<file path="src/rtl/mips_run_pkg.sv">
// Shared types for the MIPS run controller.
// State encoding and the halt repeat counter width helper.
package mips_run_pkg;

  typedef enum logic [2:0] {
    S_IDLE,
    S_RESET,
    S_RUN,
    S_DONE,
    S_TIMEOUT
  } run_state_e;

  function automatic int rep_width(input int halt_repeat);
    return $clog2(halt_repeat + 1);
  endfunction

endpackage

</file>
<file path="src/rtl/mips_halt_detect.sv">
// PC self-loop detector for the run controller.
// Flags a halt after HALT_REPEAT consecutive equal-PC compares.
import mips_run_pkg::*;

module mips_halt_detect #(
  parameter int PC_WIDTH    = 32,
  parameter int HALT_REPEAT = 4
) (
  input  logic                clk,
  input  logic                reset,
  input  logic                clr,
  input  logic                en,
  input  logic [PC_WIDTH-1:0] pc,
  output logic                halt_hit
);

  localparam int REP_W = rep_width(HALT_REPEAT);

  logic [PC_WIDTH-1:0] pc_q;
  logic [REP_W-1:0]    rep_q;
  logic                seen_q;
  logic                match;

  // The first RUN edge has no valid previous PC to compare with.
  assign match    = seen_q && (pc == pc_q);
  assign halt_hit = en && match &&
                    (rep_q == REP_W'(HALT_REPEAT - 1));

  always_ff @(posedge clk) begin
    if (reset || clr) begin
      pc_q   <= '0;
      rep_q  <= '0;
      seen_q <= 1'b0;
    end else if (en) begin
      pc_q   <= pc;
      seen_q <= 1'b1;
      rep_q  <= match ? rep_q + 1'b1 : '0;
    end
  end

endmodule

</file>
<file path="src/rtl/mips_run_ctrl.sv">
// Run controller: reset pulse, gated execution, cycle count,
// halt by request or PC self-loop, and timeout.
import mips_run_pkg::*;

module mips_run_ctrl #(
  parameter int PC_WIDTH     = 32,
  parameter int CNT_WIDTH    = 32,
  parameter int RESET_CYCLES = 2,
  parameter int HALT_REPEAT  = 4,
  parameter int MAX_CYCLES   = 10000
) (
  input  logic                 clk,
  input  logic                 reset,
  input  logic                 start,
  input  logic                 halt_req,
  input  logic [PC_WIDTH-1:0]  pc,
  output logic                 cpu_reset,
  output logic                 cpu_en,
  output logic                 busy,
  output logic                 done,
  output logic                 timeout,
  output logic [CNT_WIDTH-1:0] cycle_count,
  output logic [PC_WIDTH-1:0]  halt_pc
);

  localparam int RC_W = $clog2(RESET_CYCLES + 1);

  run_state_e          state_q;
  logic [RC_W-1:0]     rcnt_q;
  logic [CNT_WIDTH-1:0] cnt_q;
  logic [PC_WIDTH-1:0] hpc_q;
  logic                launch;
  logic                in_run;
  logic                halt_hit;

  assign in_run = (state_q == S_RUN);
  assign launch = start && (state_q == S_IDLE ||
                            state_q == S_DONE ||
                            state_q == S_TIMEOUT);

  mips_halt_detect #(
    .PC_WIDTH    (PC_WIDTH),
    .HALT_REPEAT (HALT_REPEAT)
  ) u_halt (
    .clk      (clk),
    .reset    (reset),
    .clr      (launch),
    .en       (in_run),
    .pc       (pc),
    .halt_hit (halt_hit)
  );

  always_ff @(posedge clk) begin
    if (reset) begin
      state_q <= S_IDLE;
      rcnt_q  <= '0;
      cnt_q   <= '0;
      hpc_q   <= '0;
    end else begin
      unique case (state_q)
        S_IDLE, S_DONE, S_TIMEOUT: begin
          if (start) begin
            state_q <= S_RESET;
            rcnt_q  <= '0;
            cnt_q   <= '0;
            hpc_q   <= '0;
          end
        end
        S_RESET: begin
          if (rcnt_q == RC_W'(RESET_CYCLES - 1))
            state_q <= S_RUN;
          else
            rcnt_q <= rcnt_q + 1'b1;
        end
        S_RUN: begin
          cnt_q <= cnt_q + 1'b1;
          // A halt on the final timeout edge still counts as DONE.
          if (halt_req || halt_hit) begin
            state_q <= S_DONE;
            hpc_q   <= pc;
          end else if (cnt_q == CNT_WIDTH'(MAX_CYCLES - 1)) begin
            state_q <= S_TIMEOUT;
            hpc_q   <= pc;
          end
        end
        default: state_q <= S_IDLE;
      endcase
    end
  end

  assign cpu_reset   = !in_run;
  assign cpu_en      = in_run;
  assign busy        = (state_q == S_RESET) || in_run;
  assign done        = (state_q == S_DONE);
  assign timeout     = (state_q == S_TIMEOUT);
  assign cycle_count = cnt_q;
  assign halt_pc     = hpc_q;

endmodule
</file>
<file path="config.mk">
export PLATFORM = sky130hd
export DESIGN_NAME = mips_run_ctrl
export DESIGN_NICKNAME = d
export VERILOG_FILES = /design/src/rtl/mips_run_pkg.sv /design/src/rtl/mips_halt_detect.sv /design/src/rtl/mips_run_ctrl.sv
export SDC_FILE = /design/constraint.sdc
export NUM_CORES = 1
export LEC_CHECK = 0
export CORE_AREA = 2 2 97 99
export DETAILED_ROUTE_END_ITERATION = 10
export DIE_AREA = 0 0 99 101
export HOLD_SLACK_MARGIN = 0.06
export PLACE_DENSITY = 0.94
export SYNTH_ARGS = -nofsm -noshare
export SYNTH_HDL_FRONTEND = slang
export SYNTH_HIERARCHICAL = 1
export SYNTH_SLANG_ARGS = --single-unit
</file>
<file path="constraint.sdc">
create_clock -name clk -period 7.2 [get_ports clk]
set_input_delay 1.08 -clock clk [delete_from_list [all_inputs] [get_ports clk]]
set_output_delay 1.08 -clock clk [all_outputs]
set_load 0.01 [all_outputs]
</file>
==> results.md, run 1 <==
- Status: finished, final reports clean
- CTS hold repair buffers: 0
- Asr flop ratio synth: 0%
- Non-Filler Instances: 708
- Seq pwr share: between 50 and 60%
- Most frequent cells in the layout: 105 x dfxtp_1, 104 x clkdlybuf4s50_1, 63 x nor2_1
- Wire per inst: between 15 and 20 um
- Comb pwr share: between 9 and 10%
- Root Buffer: clkbuf_8
- Bufs on Longest Clock Path: 2
- Final WL: ~12000 um
- Switching power: between 0.2 and 0.3 mW
- Post-synth top area share: 45.0%
- Critical path cell sequence: clkdlybuf4s50_1 -> xnor2_1 -> o2111ai_1 -> nor4_1 -> nand4_1 -> nor2_1 -> nor2_1 -> a211oi_4 -> a22o_2
- Die Span X: around 99 um
- Yosys top cell by area: dfxtp_1
- Multi-input combinational cell area: ~2400 um2
- Vias: between 4000 and 5000
- Worst setup path endpoint: halt_pc[30]
- R2R depth: 8
- Syn. warnings: 6
- Sink Count: 105
- Post CTS Setup Buffer Count: 0
- Max_cap viols: 0
- Post-synth EDFFs: 0
- Clock share of power: between 30% and 40%
- Slack of the worst reg-to-reg path: between 3000 and 4000 ps
- Vias in the first global route: between 4000 and 5000
- Fillers: ~700
- Critical path class: in -> reg
- Pre-Repair DR Iteration Count: 5
- Htree depth: 3
- CP max FO: 32
- Post-Synthesis Cells: between 400 and 500
- Power, Total: 1.07 mW
- Post-Syn Area: between 4000 and 5000 um2
- Die area: 10000 um2
- Core area: approximately 9000 um2
- Post-route DRC: 0
- Pin count of the biggest net entering global routing: between 40 and 50
- Top cells by area, synth: dfxtp_1 45%, mux2i_1 7.1%, a22o_2 6.6%
- CP bufs+invs: 1
- Data required, critical path: around 7500 ps
- Hold Slack: about 470 ps
- Critical path launch point type: input port
- Cell depth of the worst setup path: 9
- Initial antenna violation count: 0
- Peak supply drop: 0.112 mV
- Setup crit end kind: flip-flop
- Num rows: 35
- Critical R2R Launch: state_q[1]
- Cell variety after synth: 54
- Setup ws final: slightly above 3000 ps
- Static Leak: between 2 and 2.5 nW
- Mean Syn Cell Area: ~9.4 um2
- Primary FF master, synth: dfxtp_1
- Global-route wire length before repair: around 20000 um
- CP most frequent cell: nor2_1
- Register area: 2100 um2
- Worst stage delay on the critical path: approximately 1100 ps
- Nets: 632
- Skew final: 20.3 ps
- Placed inst area: 5760 um2
- Slowest CP cell: a211oi_4
- P&R area growth vs syn: 27.9%
- CP startpoint: pc[26]
- Net Sw Frac: between 20 and 30%
- Total negative slack: 0 ps
- Seq/Total Area, Yosys: approximately 45%
- CTS tree: built
- Final ANT Viol Nets: 0
- F_max: 240 MHz
- Final worst path period share: a little under 60%
- Grt total ovfl: 0
- Pint: between 0.7 and 0.8 mW
- Fin. Hold Viols: 0
- Worst slack, placed: between 2000 and 3000 ps
- Pwr/cell area: approximately 180 nW/um2
- CTS resizes: 0
- Setup Viol. Count Final: 0
- Count of input and output buffers: between 100 and 150
- Fin util: between 60 and 70%
- Rel. slew slack: between 10% and 20%
- Drt initial violations: between 200 and 300
- Clk pin slew, worst setup/hold paths: around 110 ps
- Ports: between 100 and 150
- Fraction of layout cells with a size suffix above 1: between 10 and 15%
- Unrepaired setup endpoints after global routing: no
- Final count of pins violating max slew: 0
- Syn_nets: around 540
- #FFs+latches synth: ~110
- Hpwl dp: between 8000 and 9000 um
- Largest delay share family, worst path: compound AO/OA/AOI/OAI gates
- Fin crit period: 4170 ps
- Via density: approximately 6
- Reg2Reg Capture Point: halt_pc[30]
- Total global-route track usage: between 20% and 30%
- Worst hold path type: reg -> reg
- Clock Latency Late Sink: 390 ps
- Die Ht: 101 um
- Worst-Margin Slew: about 1300 ps
- Num CTS Buffers: 9
- Initial core utilization: about 52%
- DP Cell Count: 692
- Commonest non-fill, non-tap cell in the layout: dfxtp_1
- Worst EP arrival: approximately 4500 ps
- N_diodes: 0
- Post-route cell area: 5970 um2
- Routability cong.: 0.833
==> logic make-up after synthesis <==
logic type      after synthesis  synth area share (%)
fa+ha+maj                     4                  1.07
xor+xnor                     27                  5.06
mux                          37                  8.03
simple gates                188                  20.5
buf+inv                      40                  3.99
compound gates               98                  16.4
flops                       105                  45.0
==> synth_stat cells, types with 6 or more instances <==
cell        n
a21oi_1    21
a22o_2     31
buf_2       8
clkbuf_1   13
dfxtp_1   105
inv_1      13
mux2i_1    33
nand2_1    27
nand3_1    28
nand4_1    15
nor2_1     63
nor4_1      9
o211ai_1   10
o31ai_1     6
or3_1       8
or4_1       8
xnor2_1    14
xor2_1     13
==> layer usage <==
metal,wire length (um),track usage (%)
met2,6190,42.7
met3,888,4.65
met4,187,9.06
met1,5100,29.8
met5,0,0
==> worst min-delay path: stages (launching register included) <==
cell and delay [ps]:
dfxtp_1 340, nand2_1 50, o21ai_1 50
==> layout make-up <==
type | count | share of cell area, %
Inverter | 14 | 0.880
Multi-Input combinational cell | 354 | 40.1
Sequential cell | 105 | 35.2
Timing Repair Buffer | 108 | 17.9
Clock buffer | 9 | 2.07
Tap cell | 111 | 2.33
Clock inverter | 7 | 1.53
==> worst min-delay path by stage <==
stage	start	to	slack, ps	cells after the start
after global routing	halt_pc[20]	halt_pc[20]	510	1
after CTS	u_halt/rep_q[1]	u_halt/rep_q[1]	470	2
final	u_halt/rep_q[1]	u_halt/rep_q[1]	470	2
after global placement	u_halt/rep_q[2]	u_halt/rep_q[2]	440	2
after detailed placement	u_halt/rep_q[1]	u_halt/rep_q[1]	450	2
after floorplan	u_halt/rep_q[2]	u_halt/rep_q[2]	430	2
==> power groups by stage <==
stage / registers, mW / clock network [mW] / logic, mW
3_3_place_gp: 0.602 / 0 / 0.0926
3_5_place_dp: 0.603 / 0 / 0.0957
4_1_cts: 0.589 / 0.387 / 0.0968
2_1_floorplan: 0.600 / 0 / 0.0526
5_1_grt: 0.590 / 0.404 / 0.105
6_report: 0.590 / 0.380 / 0.0976
==> flip-flops by register name, summed over array words and instances (netlist names) <==
| register | flops |
|---|---|
| halt_pc | 32 |
| u_halt/seen_q | 1 |
| u_halt/rep_q | 3 |
| cycle_count | 32 |
| u_halt/pc_q | 32 |
| state_q | 3 |
| rcnt_q | 2 |
Note: power is estimated with default switching activity, not from simulation.
==> run 2: changes to the inputs <==
--- a/config.mk
+++ b/config.mk
@@ -5,11 +5,11 @@
 export SDC_FILE = /design/constraint.sdc
 export NUM_CORES = 1
 export LEC_CHECK = 0
-export CORE_AREA = 2 2 97 99
+export CORE_AREA = 2 2 100 102
 export DETAILED_ROUTE_END_ITERATION = 10
-export DIE_AREA = 0 0 99 101
+export DIE_AREA = 0 0 102 104
 export HOLD_SLACK_MARGIN = 0.06
-export PLACE_DENSITY = 0.94
+export PLACE_DENSITY = 0.89
 export SYNTH_ARGS = -nofsm -noshare
 export SYNTH_HDL_FRONTEND = slang
 export SYNTH_HIERARCHICAL = 1
==> constraint.sdc (replaced) <==
create_clock -name clk -period 4.18 [get_ports clk]
set_input_delay 0.627 -clock clk [delete_from_list [all_inputs] [get_ports clk]]
set_output_delay 0.627 -clock clk [all_outputs]
set_load 0.01 [all_outputs]
==> results.md, run 2 (same netlist as run 1, synthesis figures left out) <==
- Post-route cell area: 5980 um2 (+0.15%)
- Die Ht: 104 um (+3.0%)
- Num CTS Buffers: 9 (unchanged)
- Total negative slack: 0 ps (unchanged)
- Core area: 9550 um2 (+6.4%)
- Htree depth: 3 (unchanged)
- Bufs on Longest Clock Path: 2 (unchanged)
- Final worst path period share: 74.4%
- Fin util: 62.6% (-3.9 points)
- Multi-input combinational cell area: 2390 um2 (unchanged)
- Rel. slew slack: 38.7% (+28 points)
- Worst stage delay on the critical path: 570 ps (-530 ps)
- CP startpoint: state_q[1]
- Post CTS Setup Buffer Count: 0 (unchanged)
- Drt initial violations: 251 (-14%)
- Num rows: 36 (+2.9%)
- Grt total ovfl: 0 (unchanged)
- Worst hold path type: reg -> reg
- CP max FO: 32 (unchanged)
- Vias: 4255 (-1.0%)
- Peak supply drop: 0.153 mV (+36%)
- Setup ws final: 1070 ps (-1960 ps)
- Global-route wire length before repair: 19800 um (+0.56%)
- Wire per inst: 16.7 um (-4.3%)
- Initial antenna violation count: 0 (unchanged)
- Most used routing layer: met2
- Fin crit period: 3110 ps
- Critical path launch point type: flip-flop
- Non-Filler Instances: 731 (+3.2%)
- Count of input and output buffers: 104 (unchanged)
- Clock Latency Late Sink: 380 ps (about the same)
- Final ANT Viol Nets: 0 (unchanged)
- Status: finished, final reports clean
- Clk pin slew, worst setup/hold paths: 100 ps (about the same)
- GRT met3 Usage: 6.05% (+1.4 points)
- Hpwl dp: 8640 um (+1.1%)
- Setup crit end kind: flip-flop
- Hold path depth: 2 (unchanged)
- Fraction of layout cells with a size suffix above 1: 11.7% (+0.15 points)
- Fillers: 770 (+12%)
- Fin. Hold Viols: 0 (unchanged)
- Nets: 633 (+0.16%)
- Die Span X: 102 um (+3.0%)
- Final WL: 12200 um (-1.2%)
- Sink Count: 105 (unchanged)
- Total global-route track usage: 22.9% (-1.5 points)
- Die area: 10600 um2 (+6.1%)
- Final count of pins violating max slew: 0 (unchanged)
- Static Leak: 2.04 nW (about the same)
- Placed inst area: 5790 um2 (+0.61%)
- CTS tree: built
- Pre-Repair DR Iteration Count: 5 (unchanged)
- Met1 usage: 29.0% (-0.76 points)
- Hold path startpoint: u_halt/rep_q[2]
- Setup Viol. Count Final: 0 (unchanged)
- Worst EP arrival: 3380 ps (-1120 ps)
- Commonest non-fill, non-tap cell in the layout: dfxtp_1
- Pin count of the biggest net entering global routing: 41 (-4.7%)
- P&R area growth vs syn: 28.0%
- Skew final: 17.4 ps (-2.89 ps)
- Routability cong.: 0.927 (+11%)
- Post-route DRC: 0 (unchanged)
- Slowest CP cell: dfxtp_1
- Via density: 5.82 (-4.2%)
- CTS hold repair buffers: 0 (unchanged)
- Met2 global-route usage: 38.0% (-4.7 points)
- DP Cell Count: 715 (+3.3%)
- Vias in the first global route: 4122 (+0.83%)
- Worst slack, placed: 940 ps (-1820 ps)
- Critical path cell sequence: nor3b_4 -> o2111ai_1 -> nor4_1 -> nand4_1 -> nor2_1 -> nor3_1 -> o21ai_0 -> a21oi_2 -> buf_4 -> a22o_2
- Ports: 105 (unchanged)
- Pwr/cell area: 301 nW/um2 (+69%)
- Root Buffer: clkbuf_8
- Initial core utilization: 48.9% (-3.1 points)
- CTS resizes: 0 (unchanged)
- Unrepaired setup endpoints after global routing: no
- Worst-Margin Slew: 912 ps (-422 ps)
- R2R depth: 10 (+2)
- Data required, critical path: 4450 ps (-3080 ps)
- Critical path class: reg -> reg
- Register area: 2100 um2 (unchanged)
- F_max: roughly 320 MHz
- Critical R2R Launch: state_q[1]
- Most frequent cells in the layout: 105 x dfxtp_1, 104 x clkdlybuf4s50_1, 63 x nor2_1
- N_diodes: 0 (unchanged)
- Max_cap viols: 0 (unchanged)
## run 2: cell types whose count changed in the layout (fill, tap and decap cells not counted), sizes merged
cell and change:
clkinv -1, inv +1, buf +1
## run 2: final timing paths
kind / endpoint / slack (ps)
worst max-delay path: halt_pc[27] / 1070
worst min-delay path: u_halt/rep_q[2] / 470
worst max register to register: halt_pc[27] / 1070
worst min register to register: u_halt/rep_q[2] / 470
## run 2: worst max-delay path: cells and delay by family (launching register included)
kind	cells	cell delay, ps
flip-flops	1	570
AND/OR/NAND/NOR	5	1530
AO/OA/AOI/OAI	4	650
buffers and inverters	1	250
## run 2: power by group
group / internal (mW) / switching [mW]
Clock: 0.234 / 0.385
Combinational: 0.0722 / 0.0940
Sequential: 1.01 / 0.00862
Total: 1.31 / 0.487
## run 2: metrics by stage
stage          total power, mW  hold slack (ps)
2_1_floorplan             1.12              425
3_3_place_gp              1.20              435
3_5_place_dp              1.20              458
4_1_cts                   1.81              472
5_1_grt                   1.86              500
6_report                  1.80              468
## run 2: area by class of cell
| cell class | instances | share of cell area, % |
|---|---|---|
| tap | 133 | 2.78 |
| multi-input combinational | 354 | 40.0 |
| inverter | 14 | 0.878 |
| timing repair buffer | 109 | 18.0 |
| clock buffer | 9 | 2.07 |
| sequential | 105 | 35.1 |
| clock inverter | 7 | 1.09 |
## run 2: routing by layer
metal / share of wire [%] / up-vias
li1: - / 2011
met2: 50 / 185
met3: 7.5 / 16
met1: 41 / 2043
met5: 0 / -
met4: 1.6 / 0
==> run 3: changes to the inputs <==
==> constraint.sdc (replaced) <==
create_clock -name clk -period 2.94 [get_ports clk]
set_input_delay 0.441 -clock clk [delete_from_list [all_inputs] [get_ports clk]]
set_output_delay 0.441 -clock clk [all_outputs]
set_load 0.01 [all_outputs]
==> results.md, run 3 (same netlist as run 1, synthesis figures left out) <==
- Grt total ovfl: 0 (unchanged)
- CTS resizes: 0 (unchanged)
- Worst hold path type: reg -> reg
- Die Span X: 102 um (unchanged)
- Skew final: 13.2 ps (-4.22 ps)
- Clock Latency Late Sink: 380 ps (about the same)
- Peak supply drop: 0.293 mV (+91%)
- Critical path class: reg -> reg
- Post-route DRC: 0 (unchanged)
- Setup Viol. Count Final: 0 (unchanged)
- Clk pin slew, worst setup/hold paths: 100 ps (about the same)
- Ports: 105 (unchanged)
- Status: finished, final reports clean
- Fin crit period: 2540 ps (-574 ps)
- Slowest CP cell: or4_1
- Fin. Hold Viols: 0 (unchanged)
- Most frequent cells in the layout: 105 x dfxtp_1, 104 x clkdlybuf4s50_1, 63 x nor2_1
- Initial antenna violation count: 0 (unchanged)
- Pin count of the biggest net entering global routing: 37 (-9.8%)
- Core area: 9550 um2 (unchanged)
- Drt initial violations: 182 (-27%)
- Vias: 4275 (+0.47%)
- Final WL: 12100 um (-0.88%)
- Htree depth: 3 (unchanged)
- Routability cong.: 0.906 (-2.3%)
- Die area: 10600 um2 (unchanged)
- Worst stage delay on the critical path: 600 ps (+30 ps)
- CP max FO: 32 (unchanged)
- Final count of pins violating max slew: 0 (unchanged)
- Hpwl dp: 8750 um (+1.3%)
- Die Ht: 104 um (unchanged)
- CTS hold repair buffers: 0 (unchanged)
- Largest delay share family, worst path: simple AND/OR/NAND/NOR gates
- Static Leak: 2.08 nW (+2.4%)
- Critical path launch point type: flip-flop
- Vias in the first global route: 4166 (+1.1%)
- Final worst path period share: 86.3% (+12 points)
- DP Cell Count: 724 (+1.3%)
- Global-route wire length before repair: 19600 um (-0.66%)
- Worst-Margin Slew: 669 ps (-244 ps)
- Total global-route track usage: 23.0% (+0.070 points)
- Unrepaired setup endpoints after global routing: no
- P&R area growth vs syn: 29.9%
- Root Buffer: clkbuf_8
- Non-Filler Instances: 740 (+1.2%)
- Pwr/cell area: 418 nW/um2 (+39%)
- Num CTS Buffers: 9 (unchanged)
- Via density: 5.78 (-0.75%)
- CTS tree: built
- Pre-Repair DR Iteration Count: 4 (-1)
- Total negative slack: 0 ps (unchanged)
- Count of input and output buffers: 104 (unchanged)
- Data required, critical path: 3260 ps (-1190 ps)
- Num rows: 36 (unchanged)
- Critical path cell sequence: ha_1 -> nand3_1 -> or4_1 -> or2_4 -> a211oi_4 -> buf_12 -> a22o_2
- Setup crit end kind: flip-flop
- Post CTS Setup Buffer Count: 0 (unchanged)
- Rel. slew slack: 55.3% (+17 points)
- Fraction of layout cells with a size suffix above 1: 12.9% (+1.1 points)
- Bufs on Longest Clock Path: 2 (unchanged)
- Sink Count: 105 (unchanged)
- Initial core utilization: 48.9% (unchanged)
- CP bufs+invs: 1 (unchanged)
- Commonest non-fill, non-tap cell in the layout: dfxtp_1
- F_max: 394 MHz (+23%)
- N_diodes: 0 (unchanged)
- Max_cap viols: 0 (unchanged)
- Wire per inst: 16.4 um (-2.1%)
- Worst EP arrival: 2860 ps (-520 ps)
- Final ANT Viol Nets: 0 (unchanged)
- Nets: 642 (+1.4%)
==> run 3: power breakdown <==
| part | switching (mW) | internal, mW | leakage (nW) |
|---|---|---|---|
| sequential | 0.0108 | 1.43 | 0.846 |
| combinational | 0.137 | 0.109 | 1.14 |
| clock | 0.519 | 0.328 | 0.0949 |
==> run 3: layer usage <==
metal / part of all wire, % / GRT usage, % / vias up
met5: 0 / 0 / -
li1: - / - / 2028
met2: 49 / 38.4 / 155
met3: 6.3 / 5.58 / 21
met1: 43 / 28.3 / 2071
met4: 2.3 / 8.67 / 0
==> run 3: layout make-up <==
cell class,instances,area [um2]
Clock inverter,6,57.6
Timing Repair Buffer,118,1170
Multi-Input combinational cell,354,2390
Tap cell,133,166
Sequential cell,105,2100
Clock buffer,10,128
Inverter,14,52.6
Fill cell,807,3480
==> run 3: path summary, 6_finish.rpt <==
| kind | from | endpoint | slack [ps] | cells after the start |
|---|---|---|---|---|
| min reg2reg | u_halt/rep_q[1] | u_halt/rep_q[1] | 480 | 2 |
| max reg2reg | cycle_count[0] | halt_pc[27] | 400 | 7 |
| max | cycle_count[0] | halt_pc[27] | 400 | 7 |
| min | u_halt/rep_q[1] | u_halt/rep_q[1] | 480 | 2 |
==> run 3: worst reg2reg max path, stage by stage, from the launching register on <==
cell and delay (ps):
dfxtp_1 490, ha_1 330, nand3_1 120, or4_1 600, or2_4 280, a211oi_4 270
buf_12 220, a22o_2 180
==> run 3: metrics by stage <==
stage | power (mW) | instance area [um2] | utilization (%) | hold WS [ps] | setup slack, ps
5_1_grt | 2.64 | 6070 | 63.6 | 500 | 187
4_1_cts | 2.55 | 6070 | 63.6 | 483 | 425
3_5_place_dp | 1.72 | 5890 | 61.6 | 451 | 58.4
3_3_place_gp | 1.71 | 5890 | 61.6 | 433 | 110
6_report | 2.53 | 6070 | 63.6 | 482 | 404
2_1_floorplan | 1.60 | 4670 | - | 425 | 272
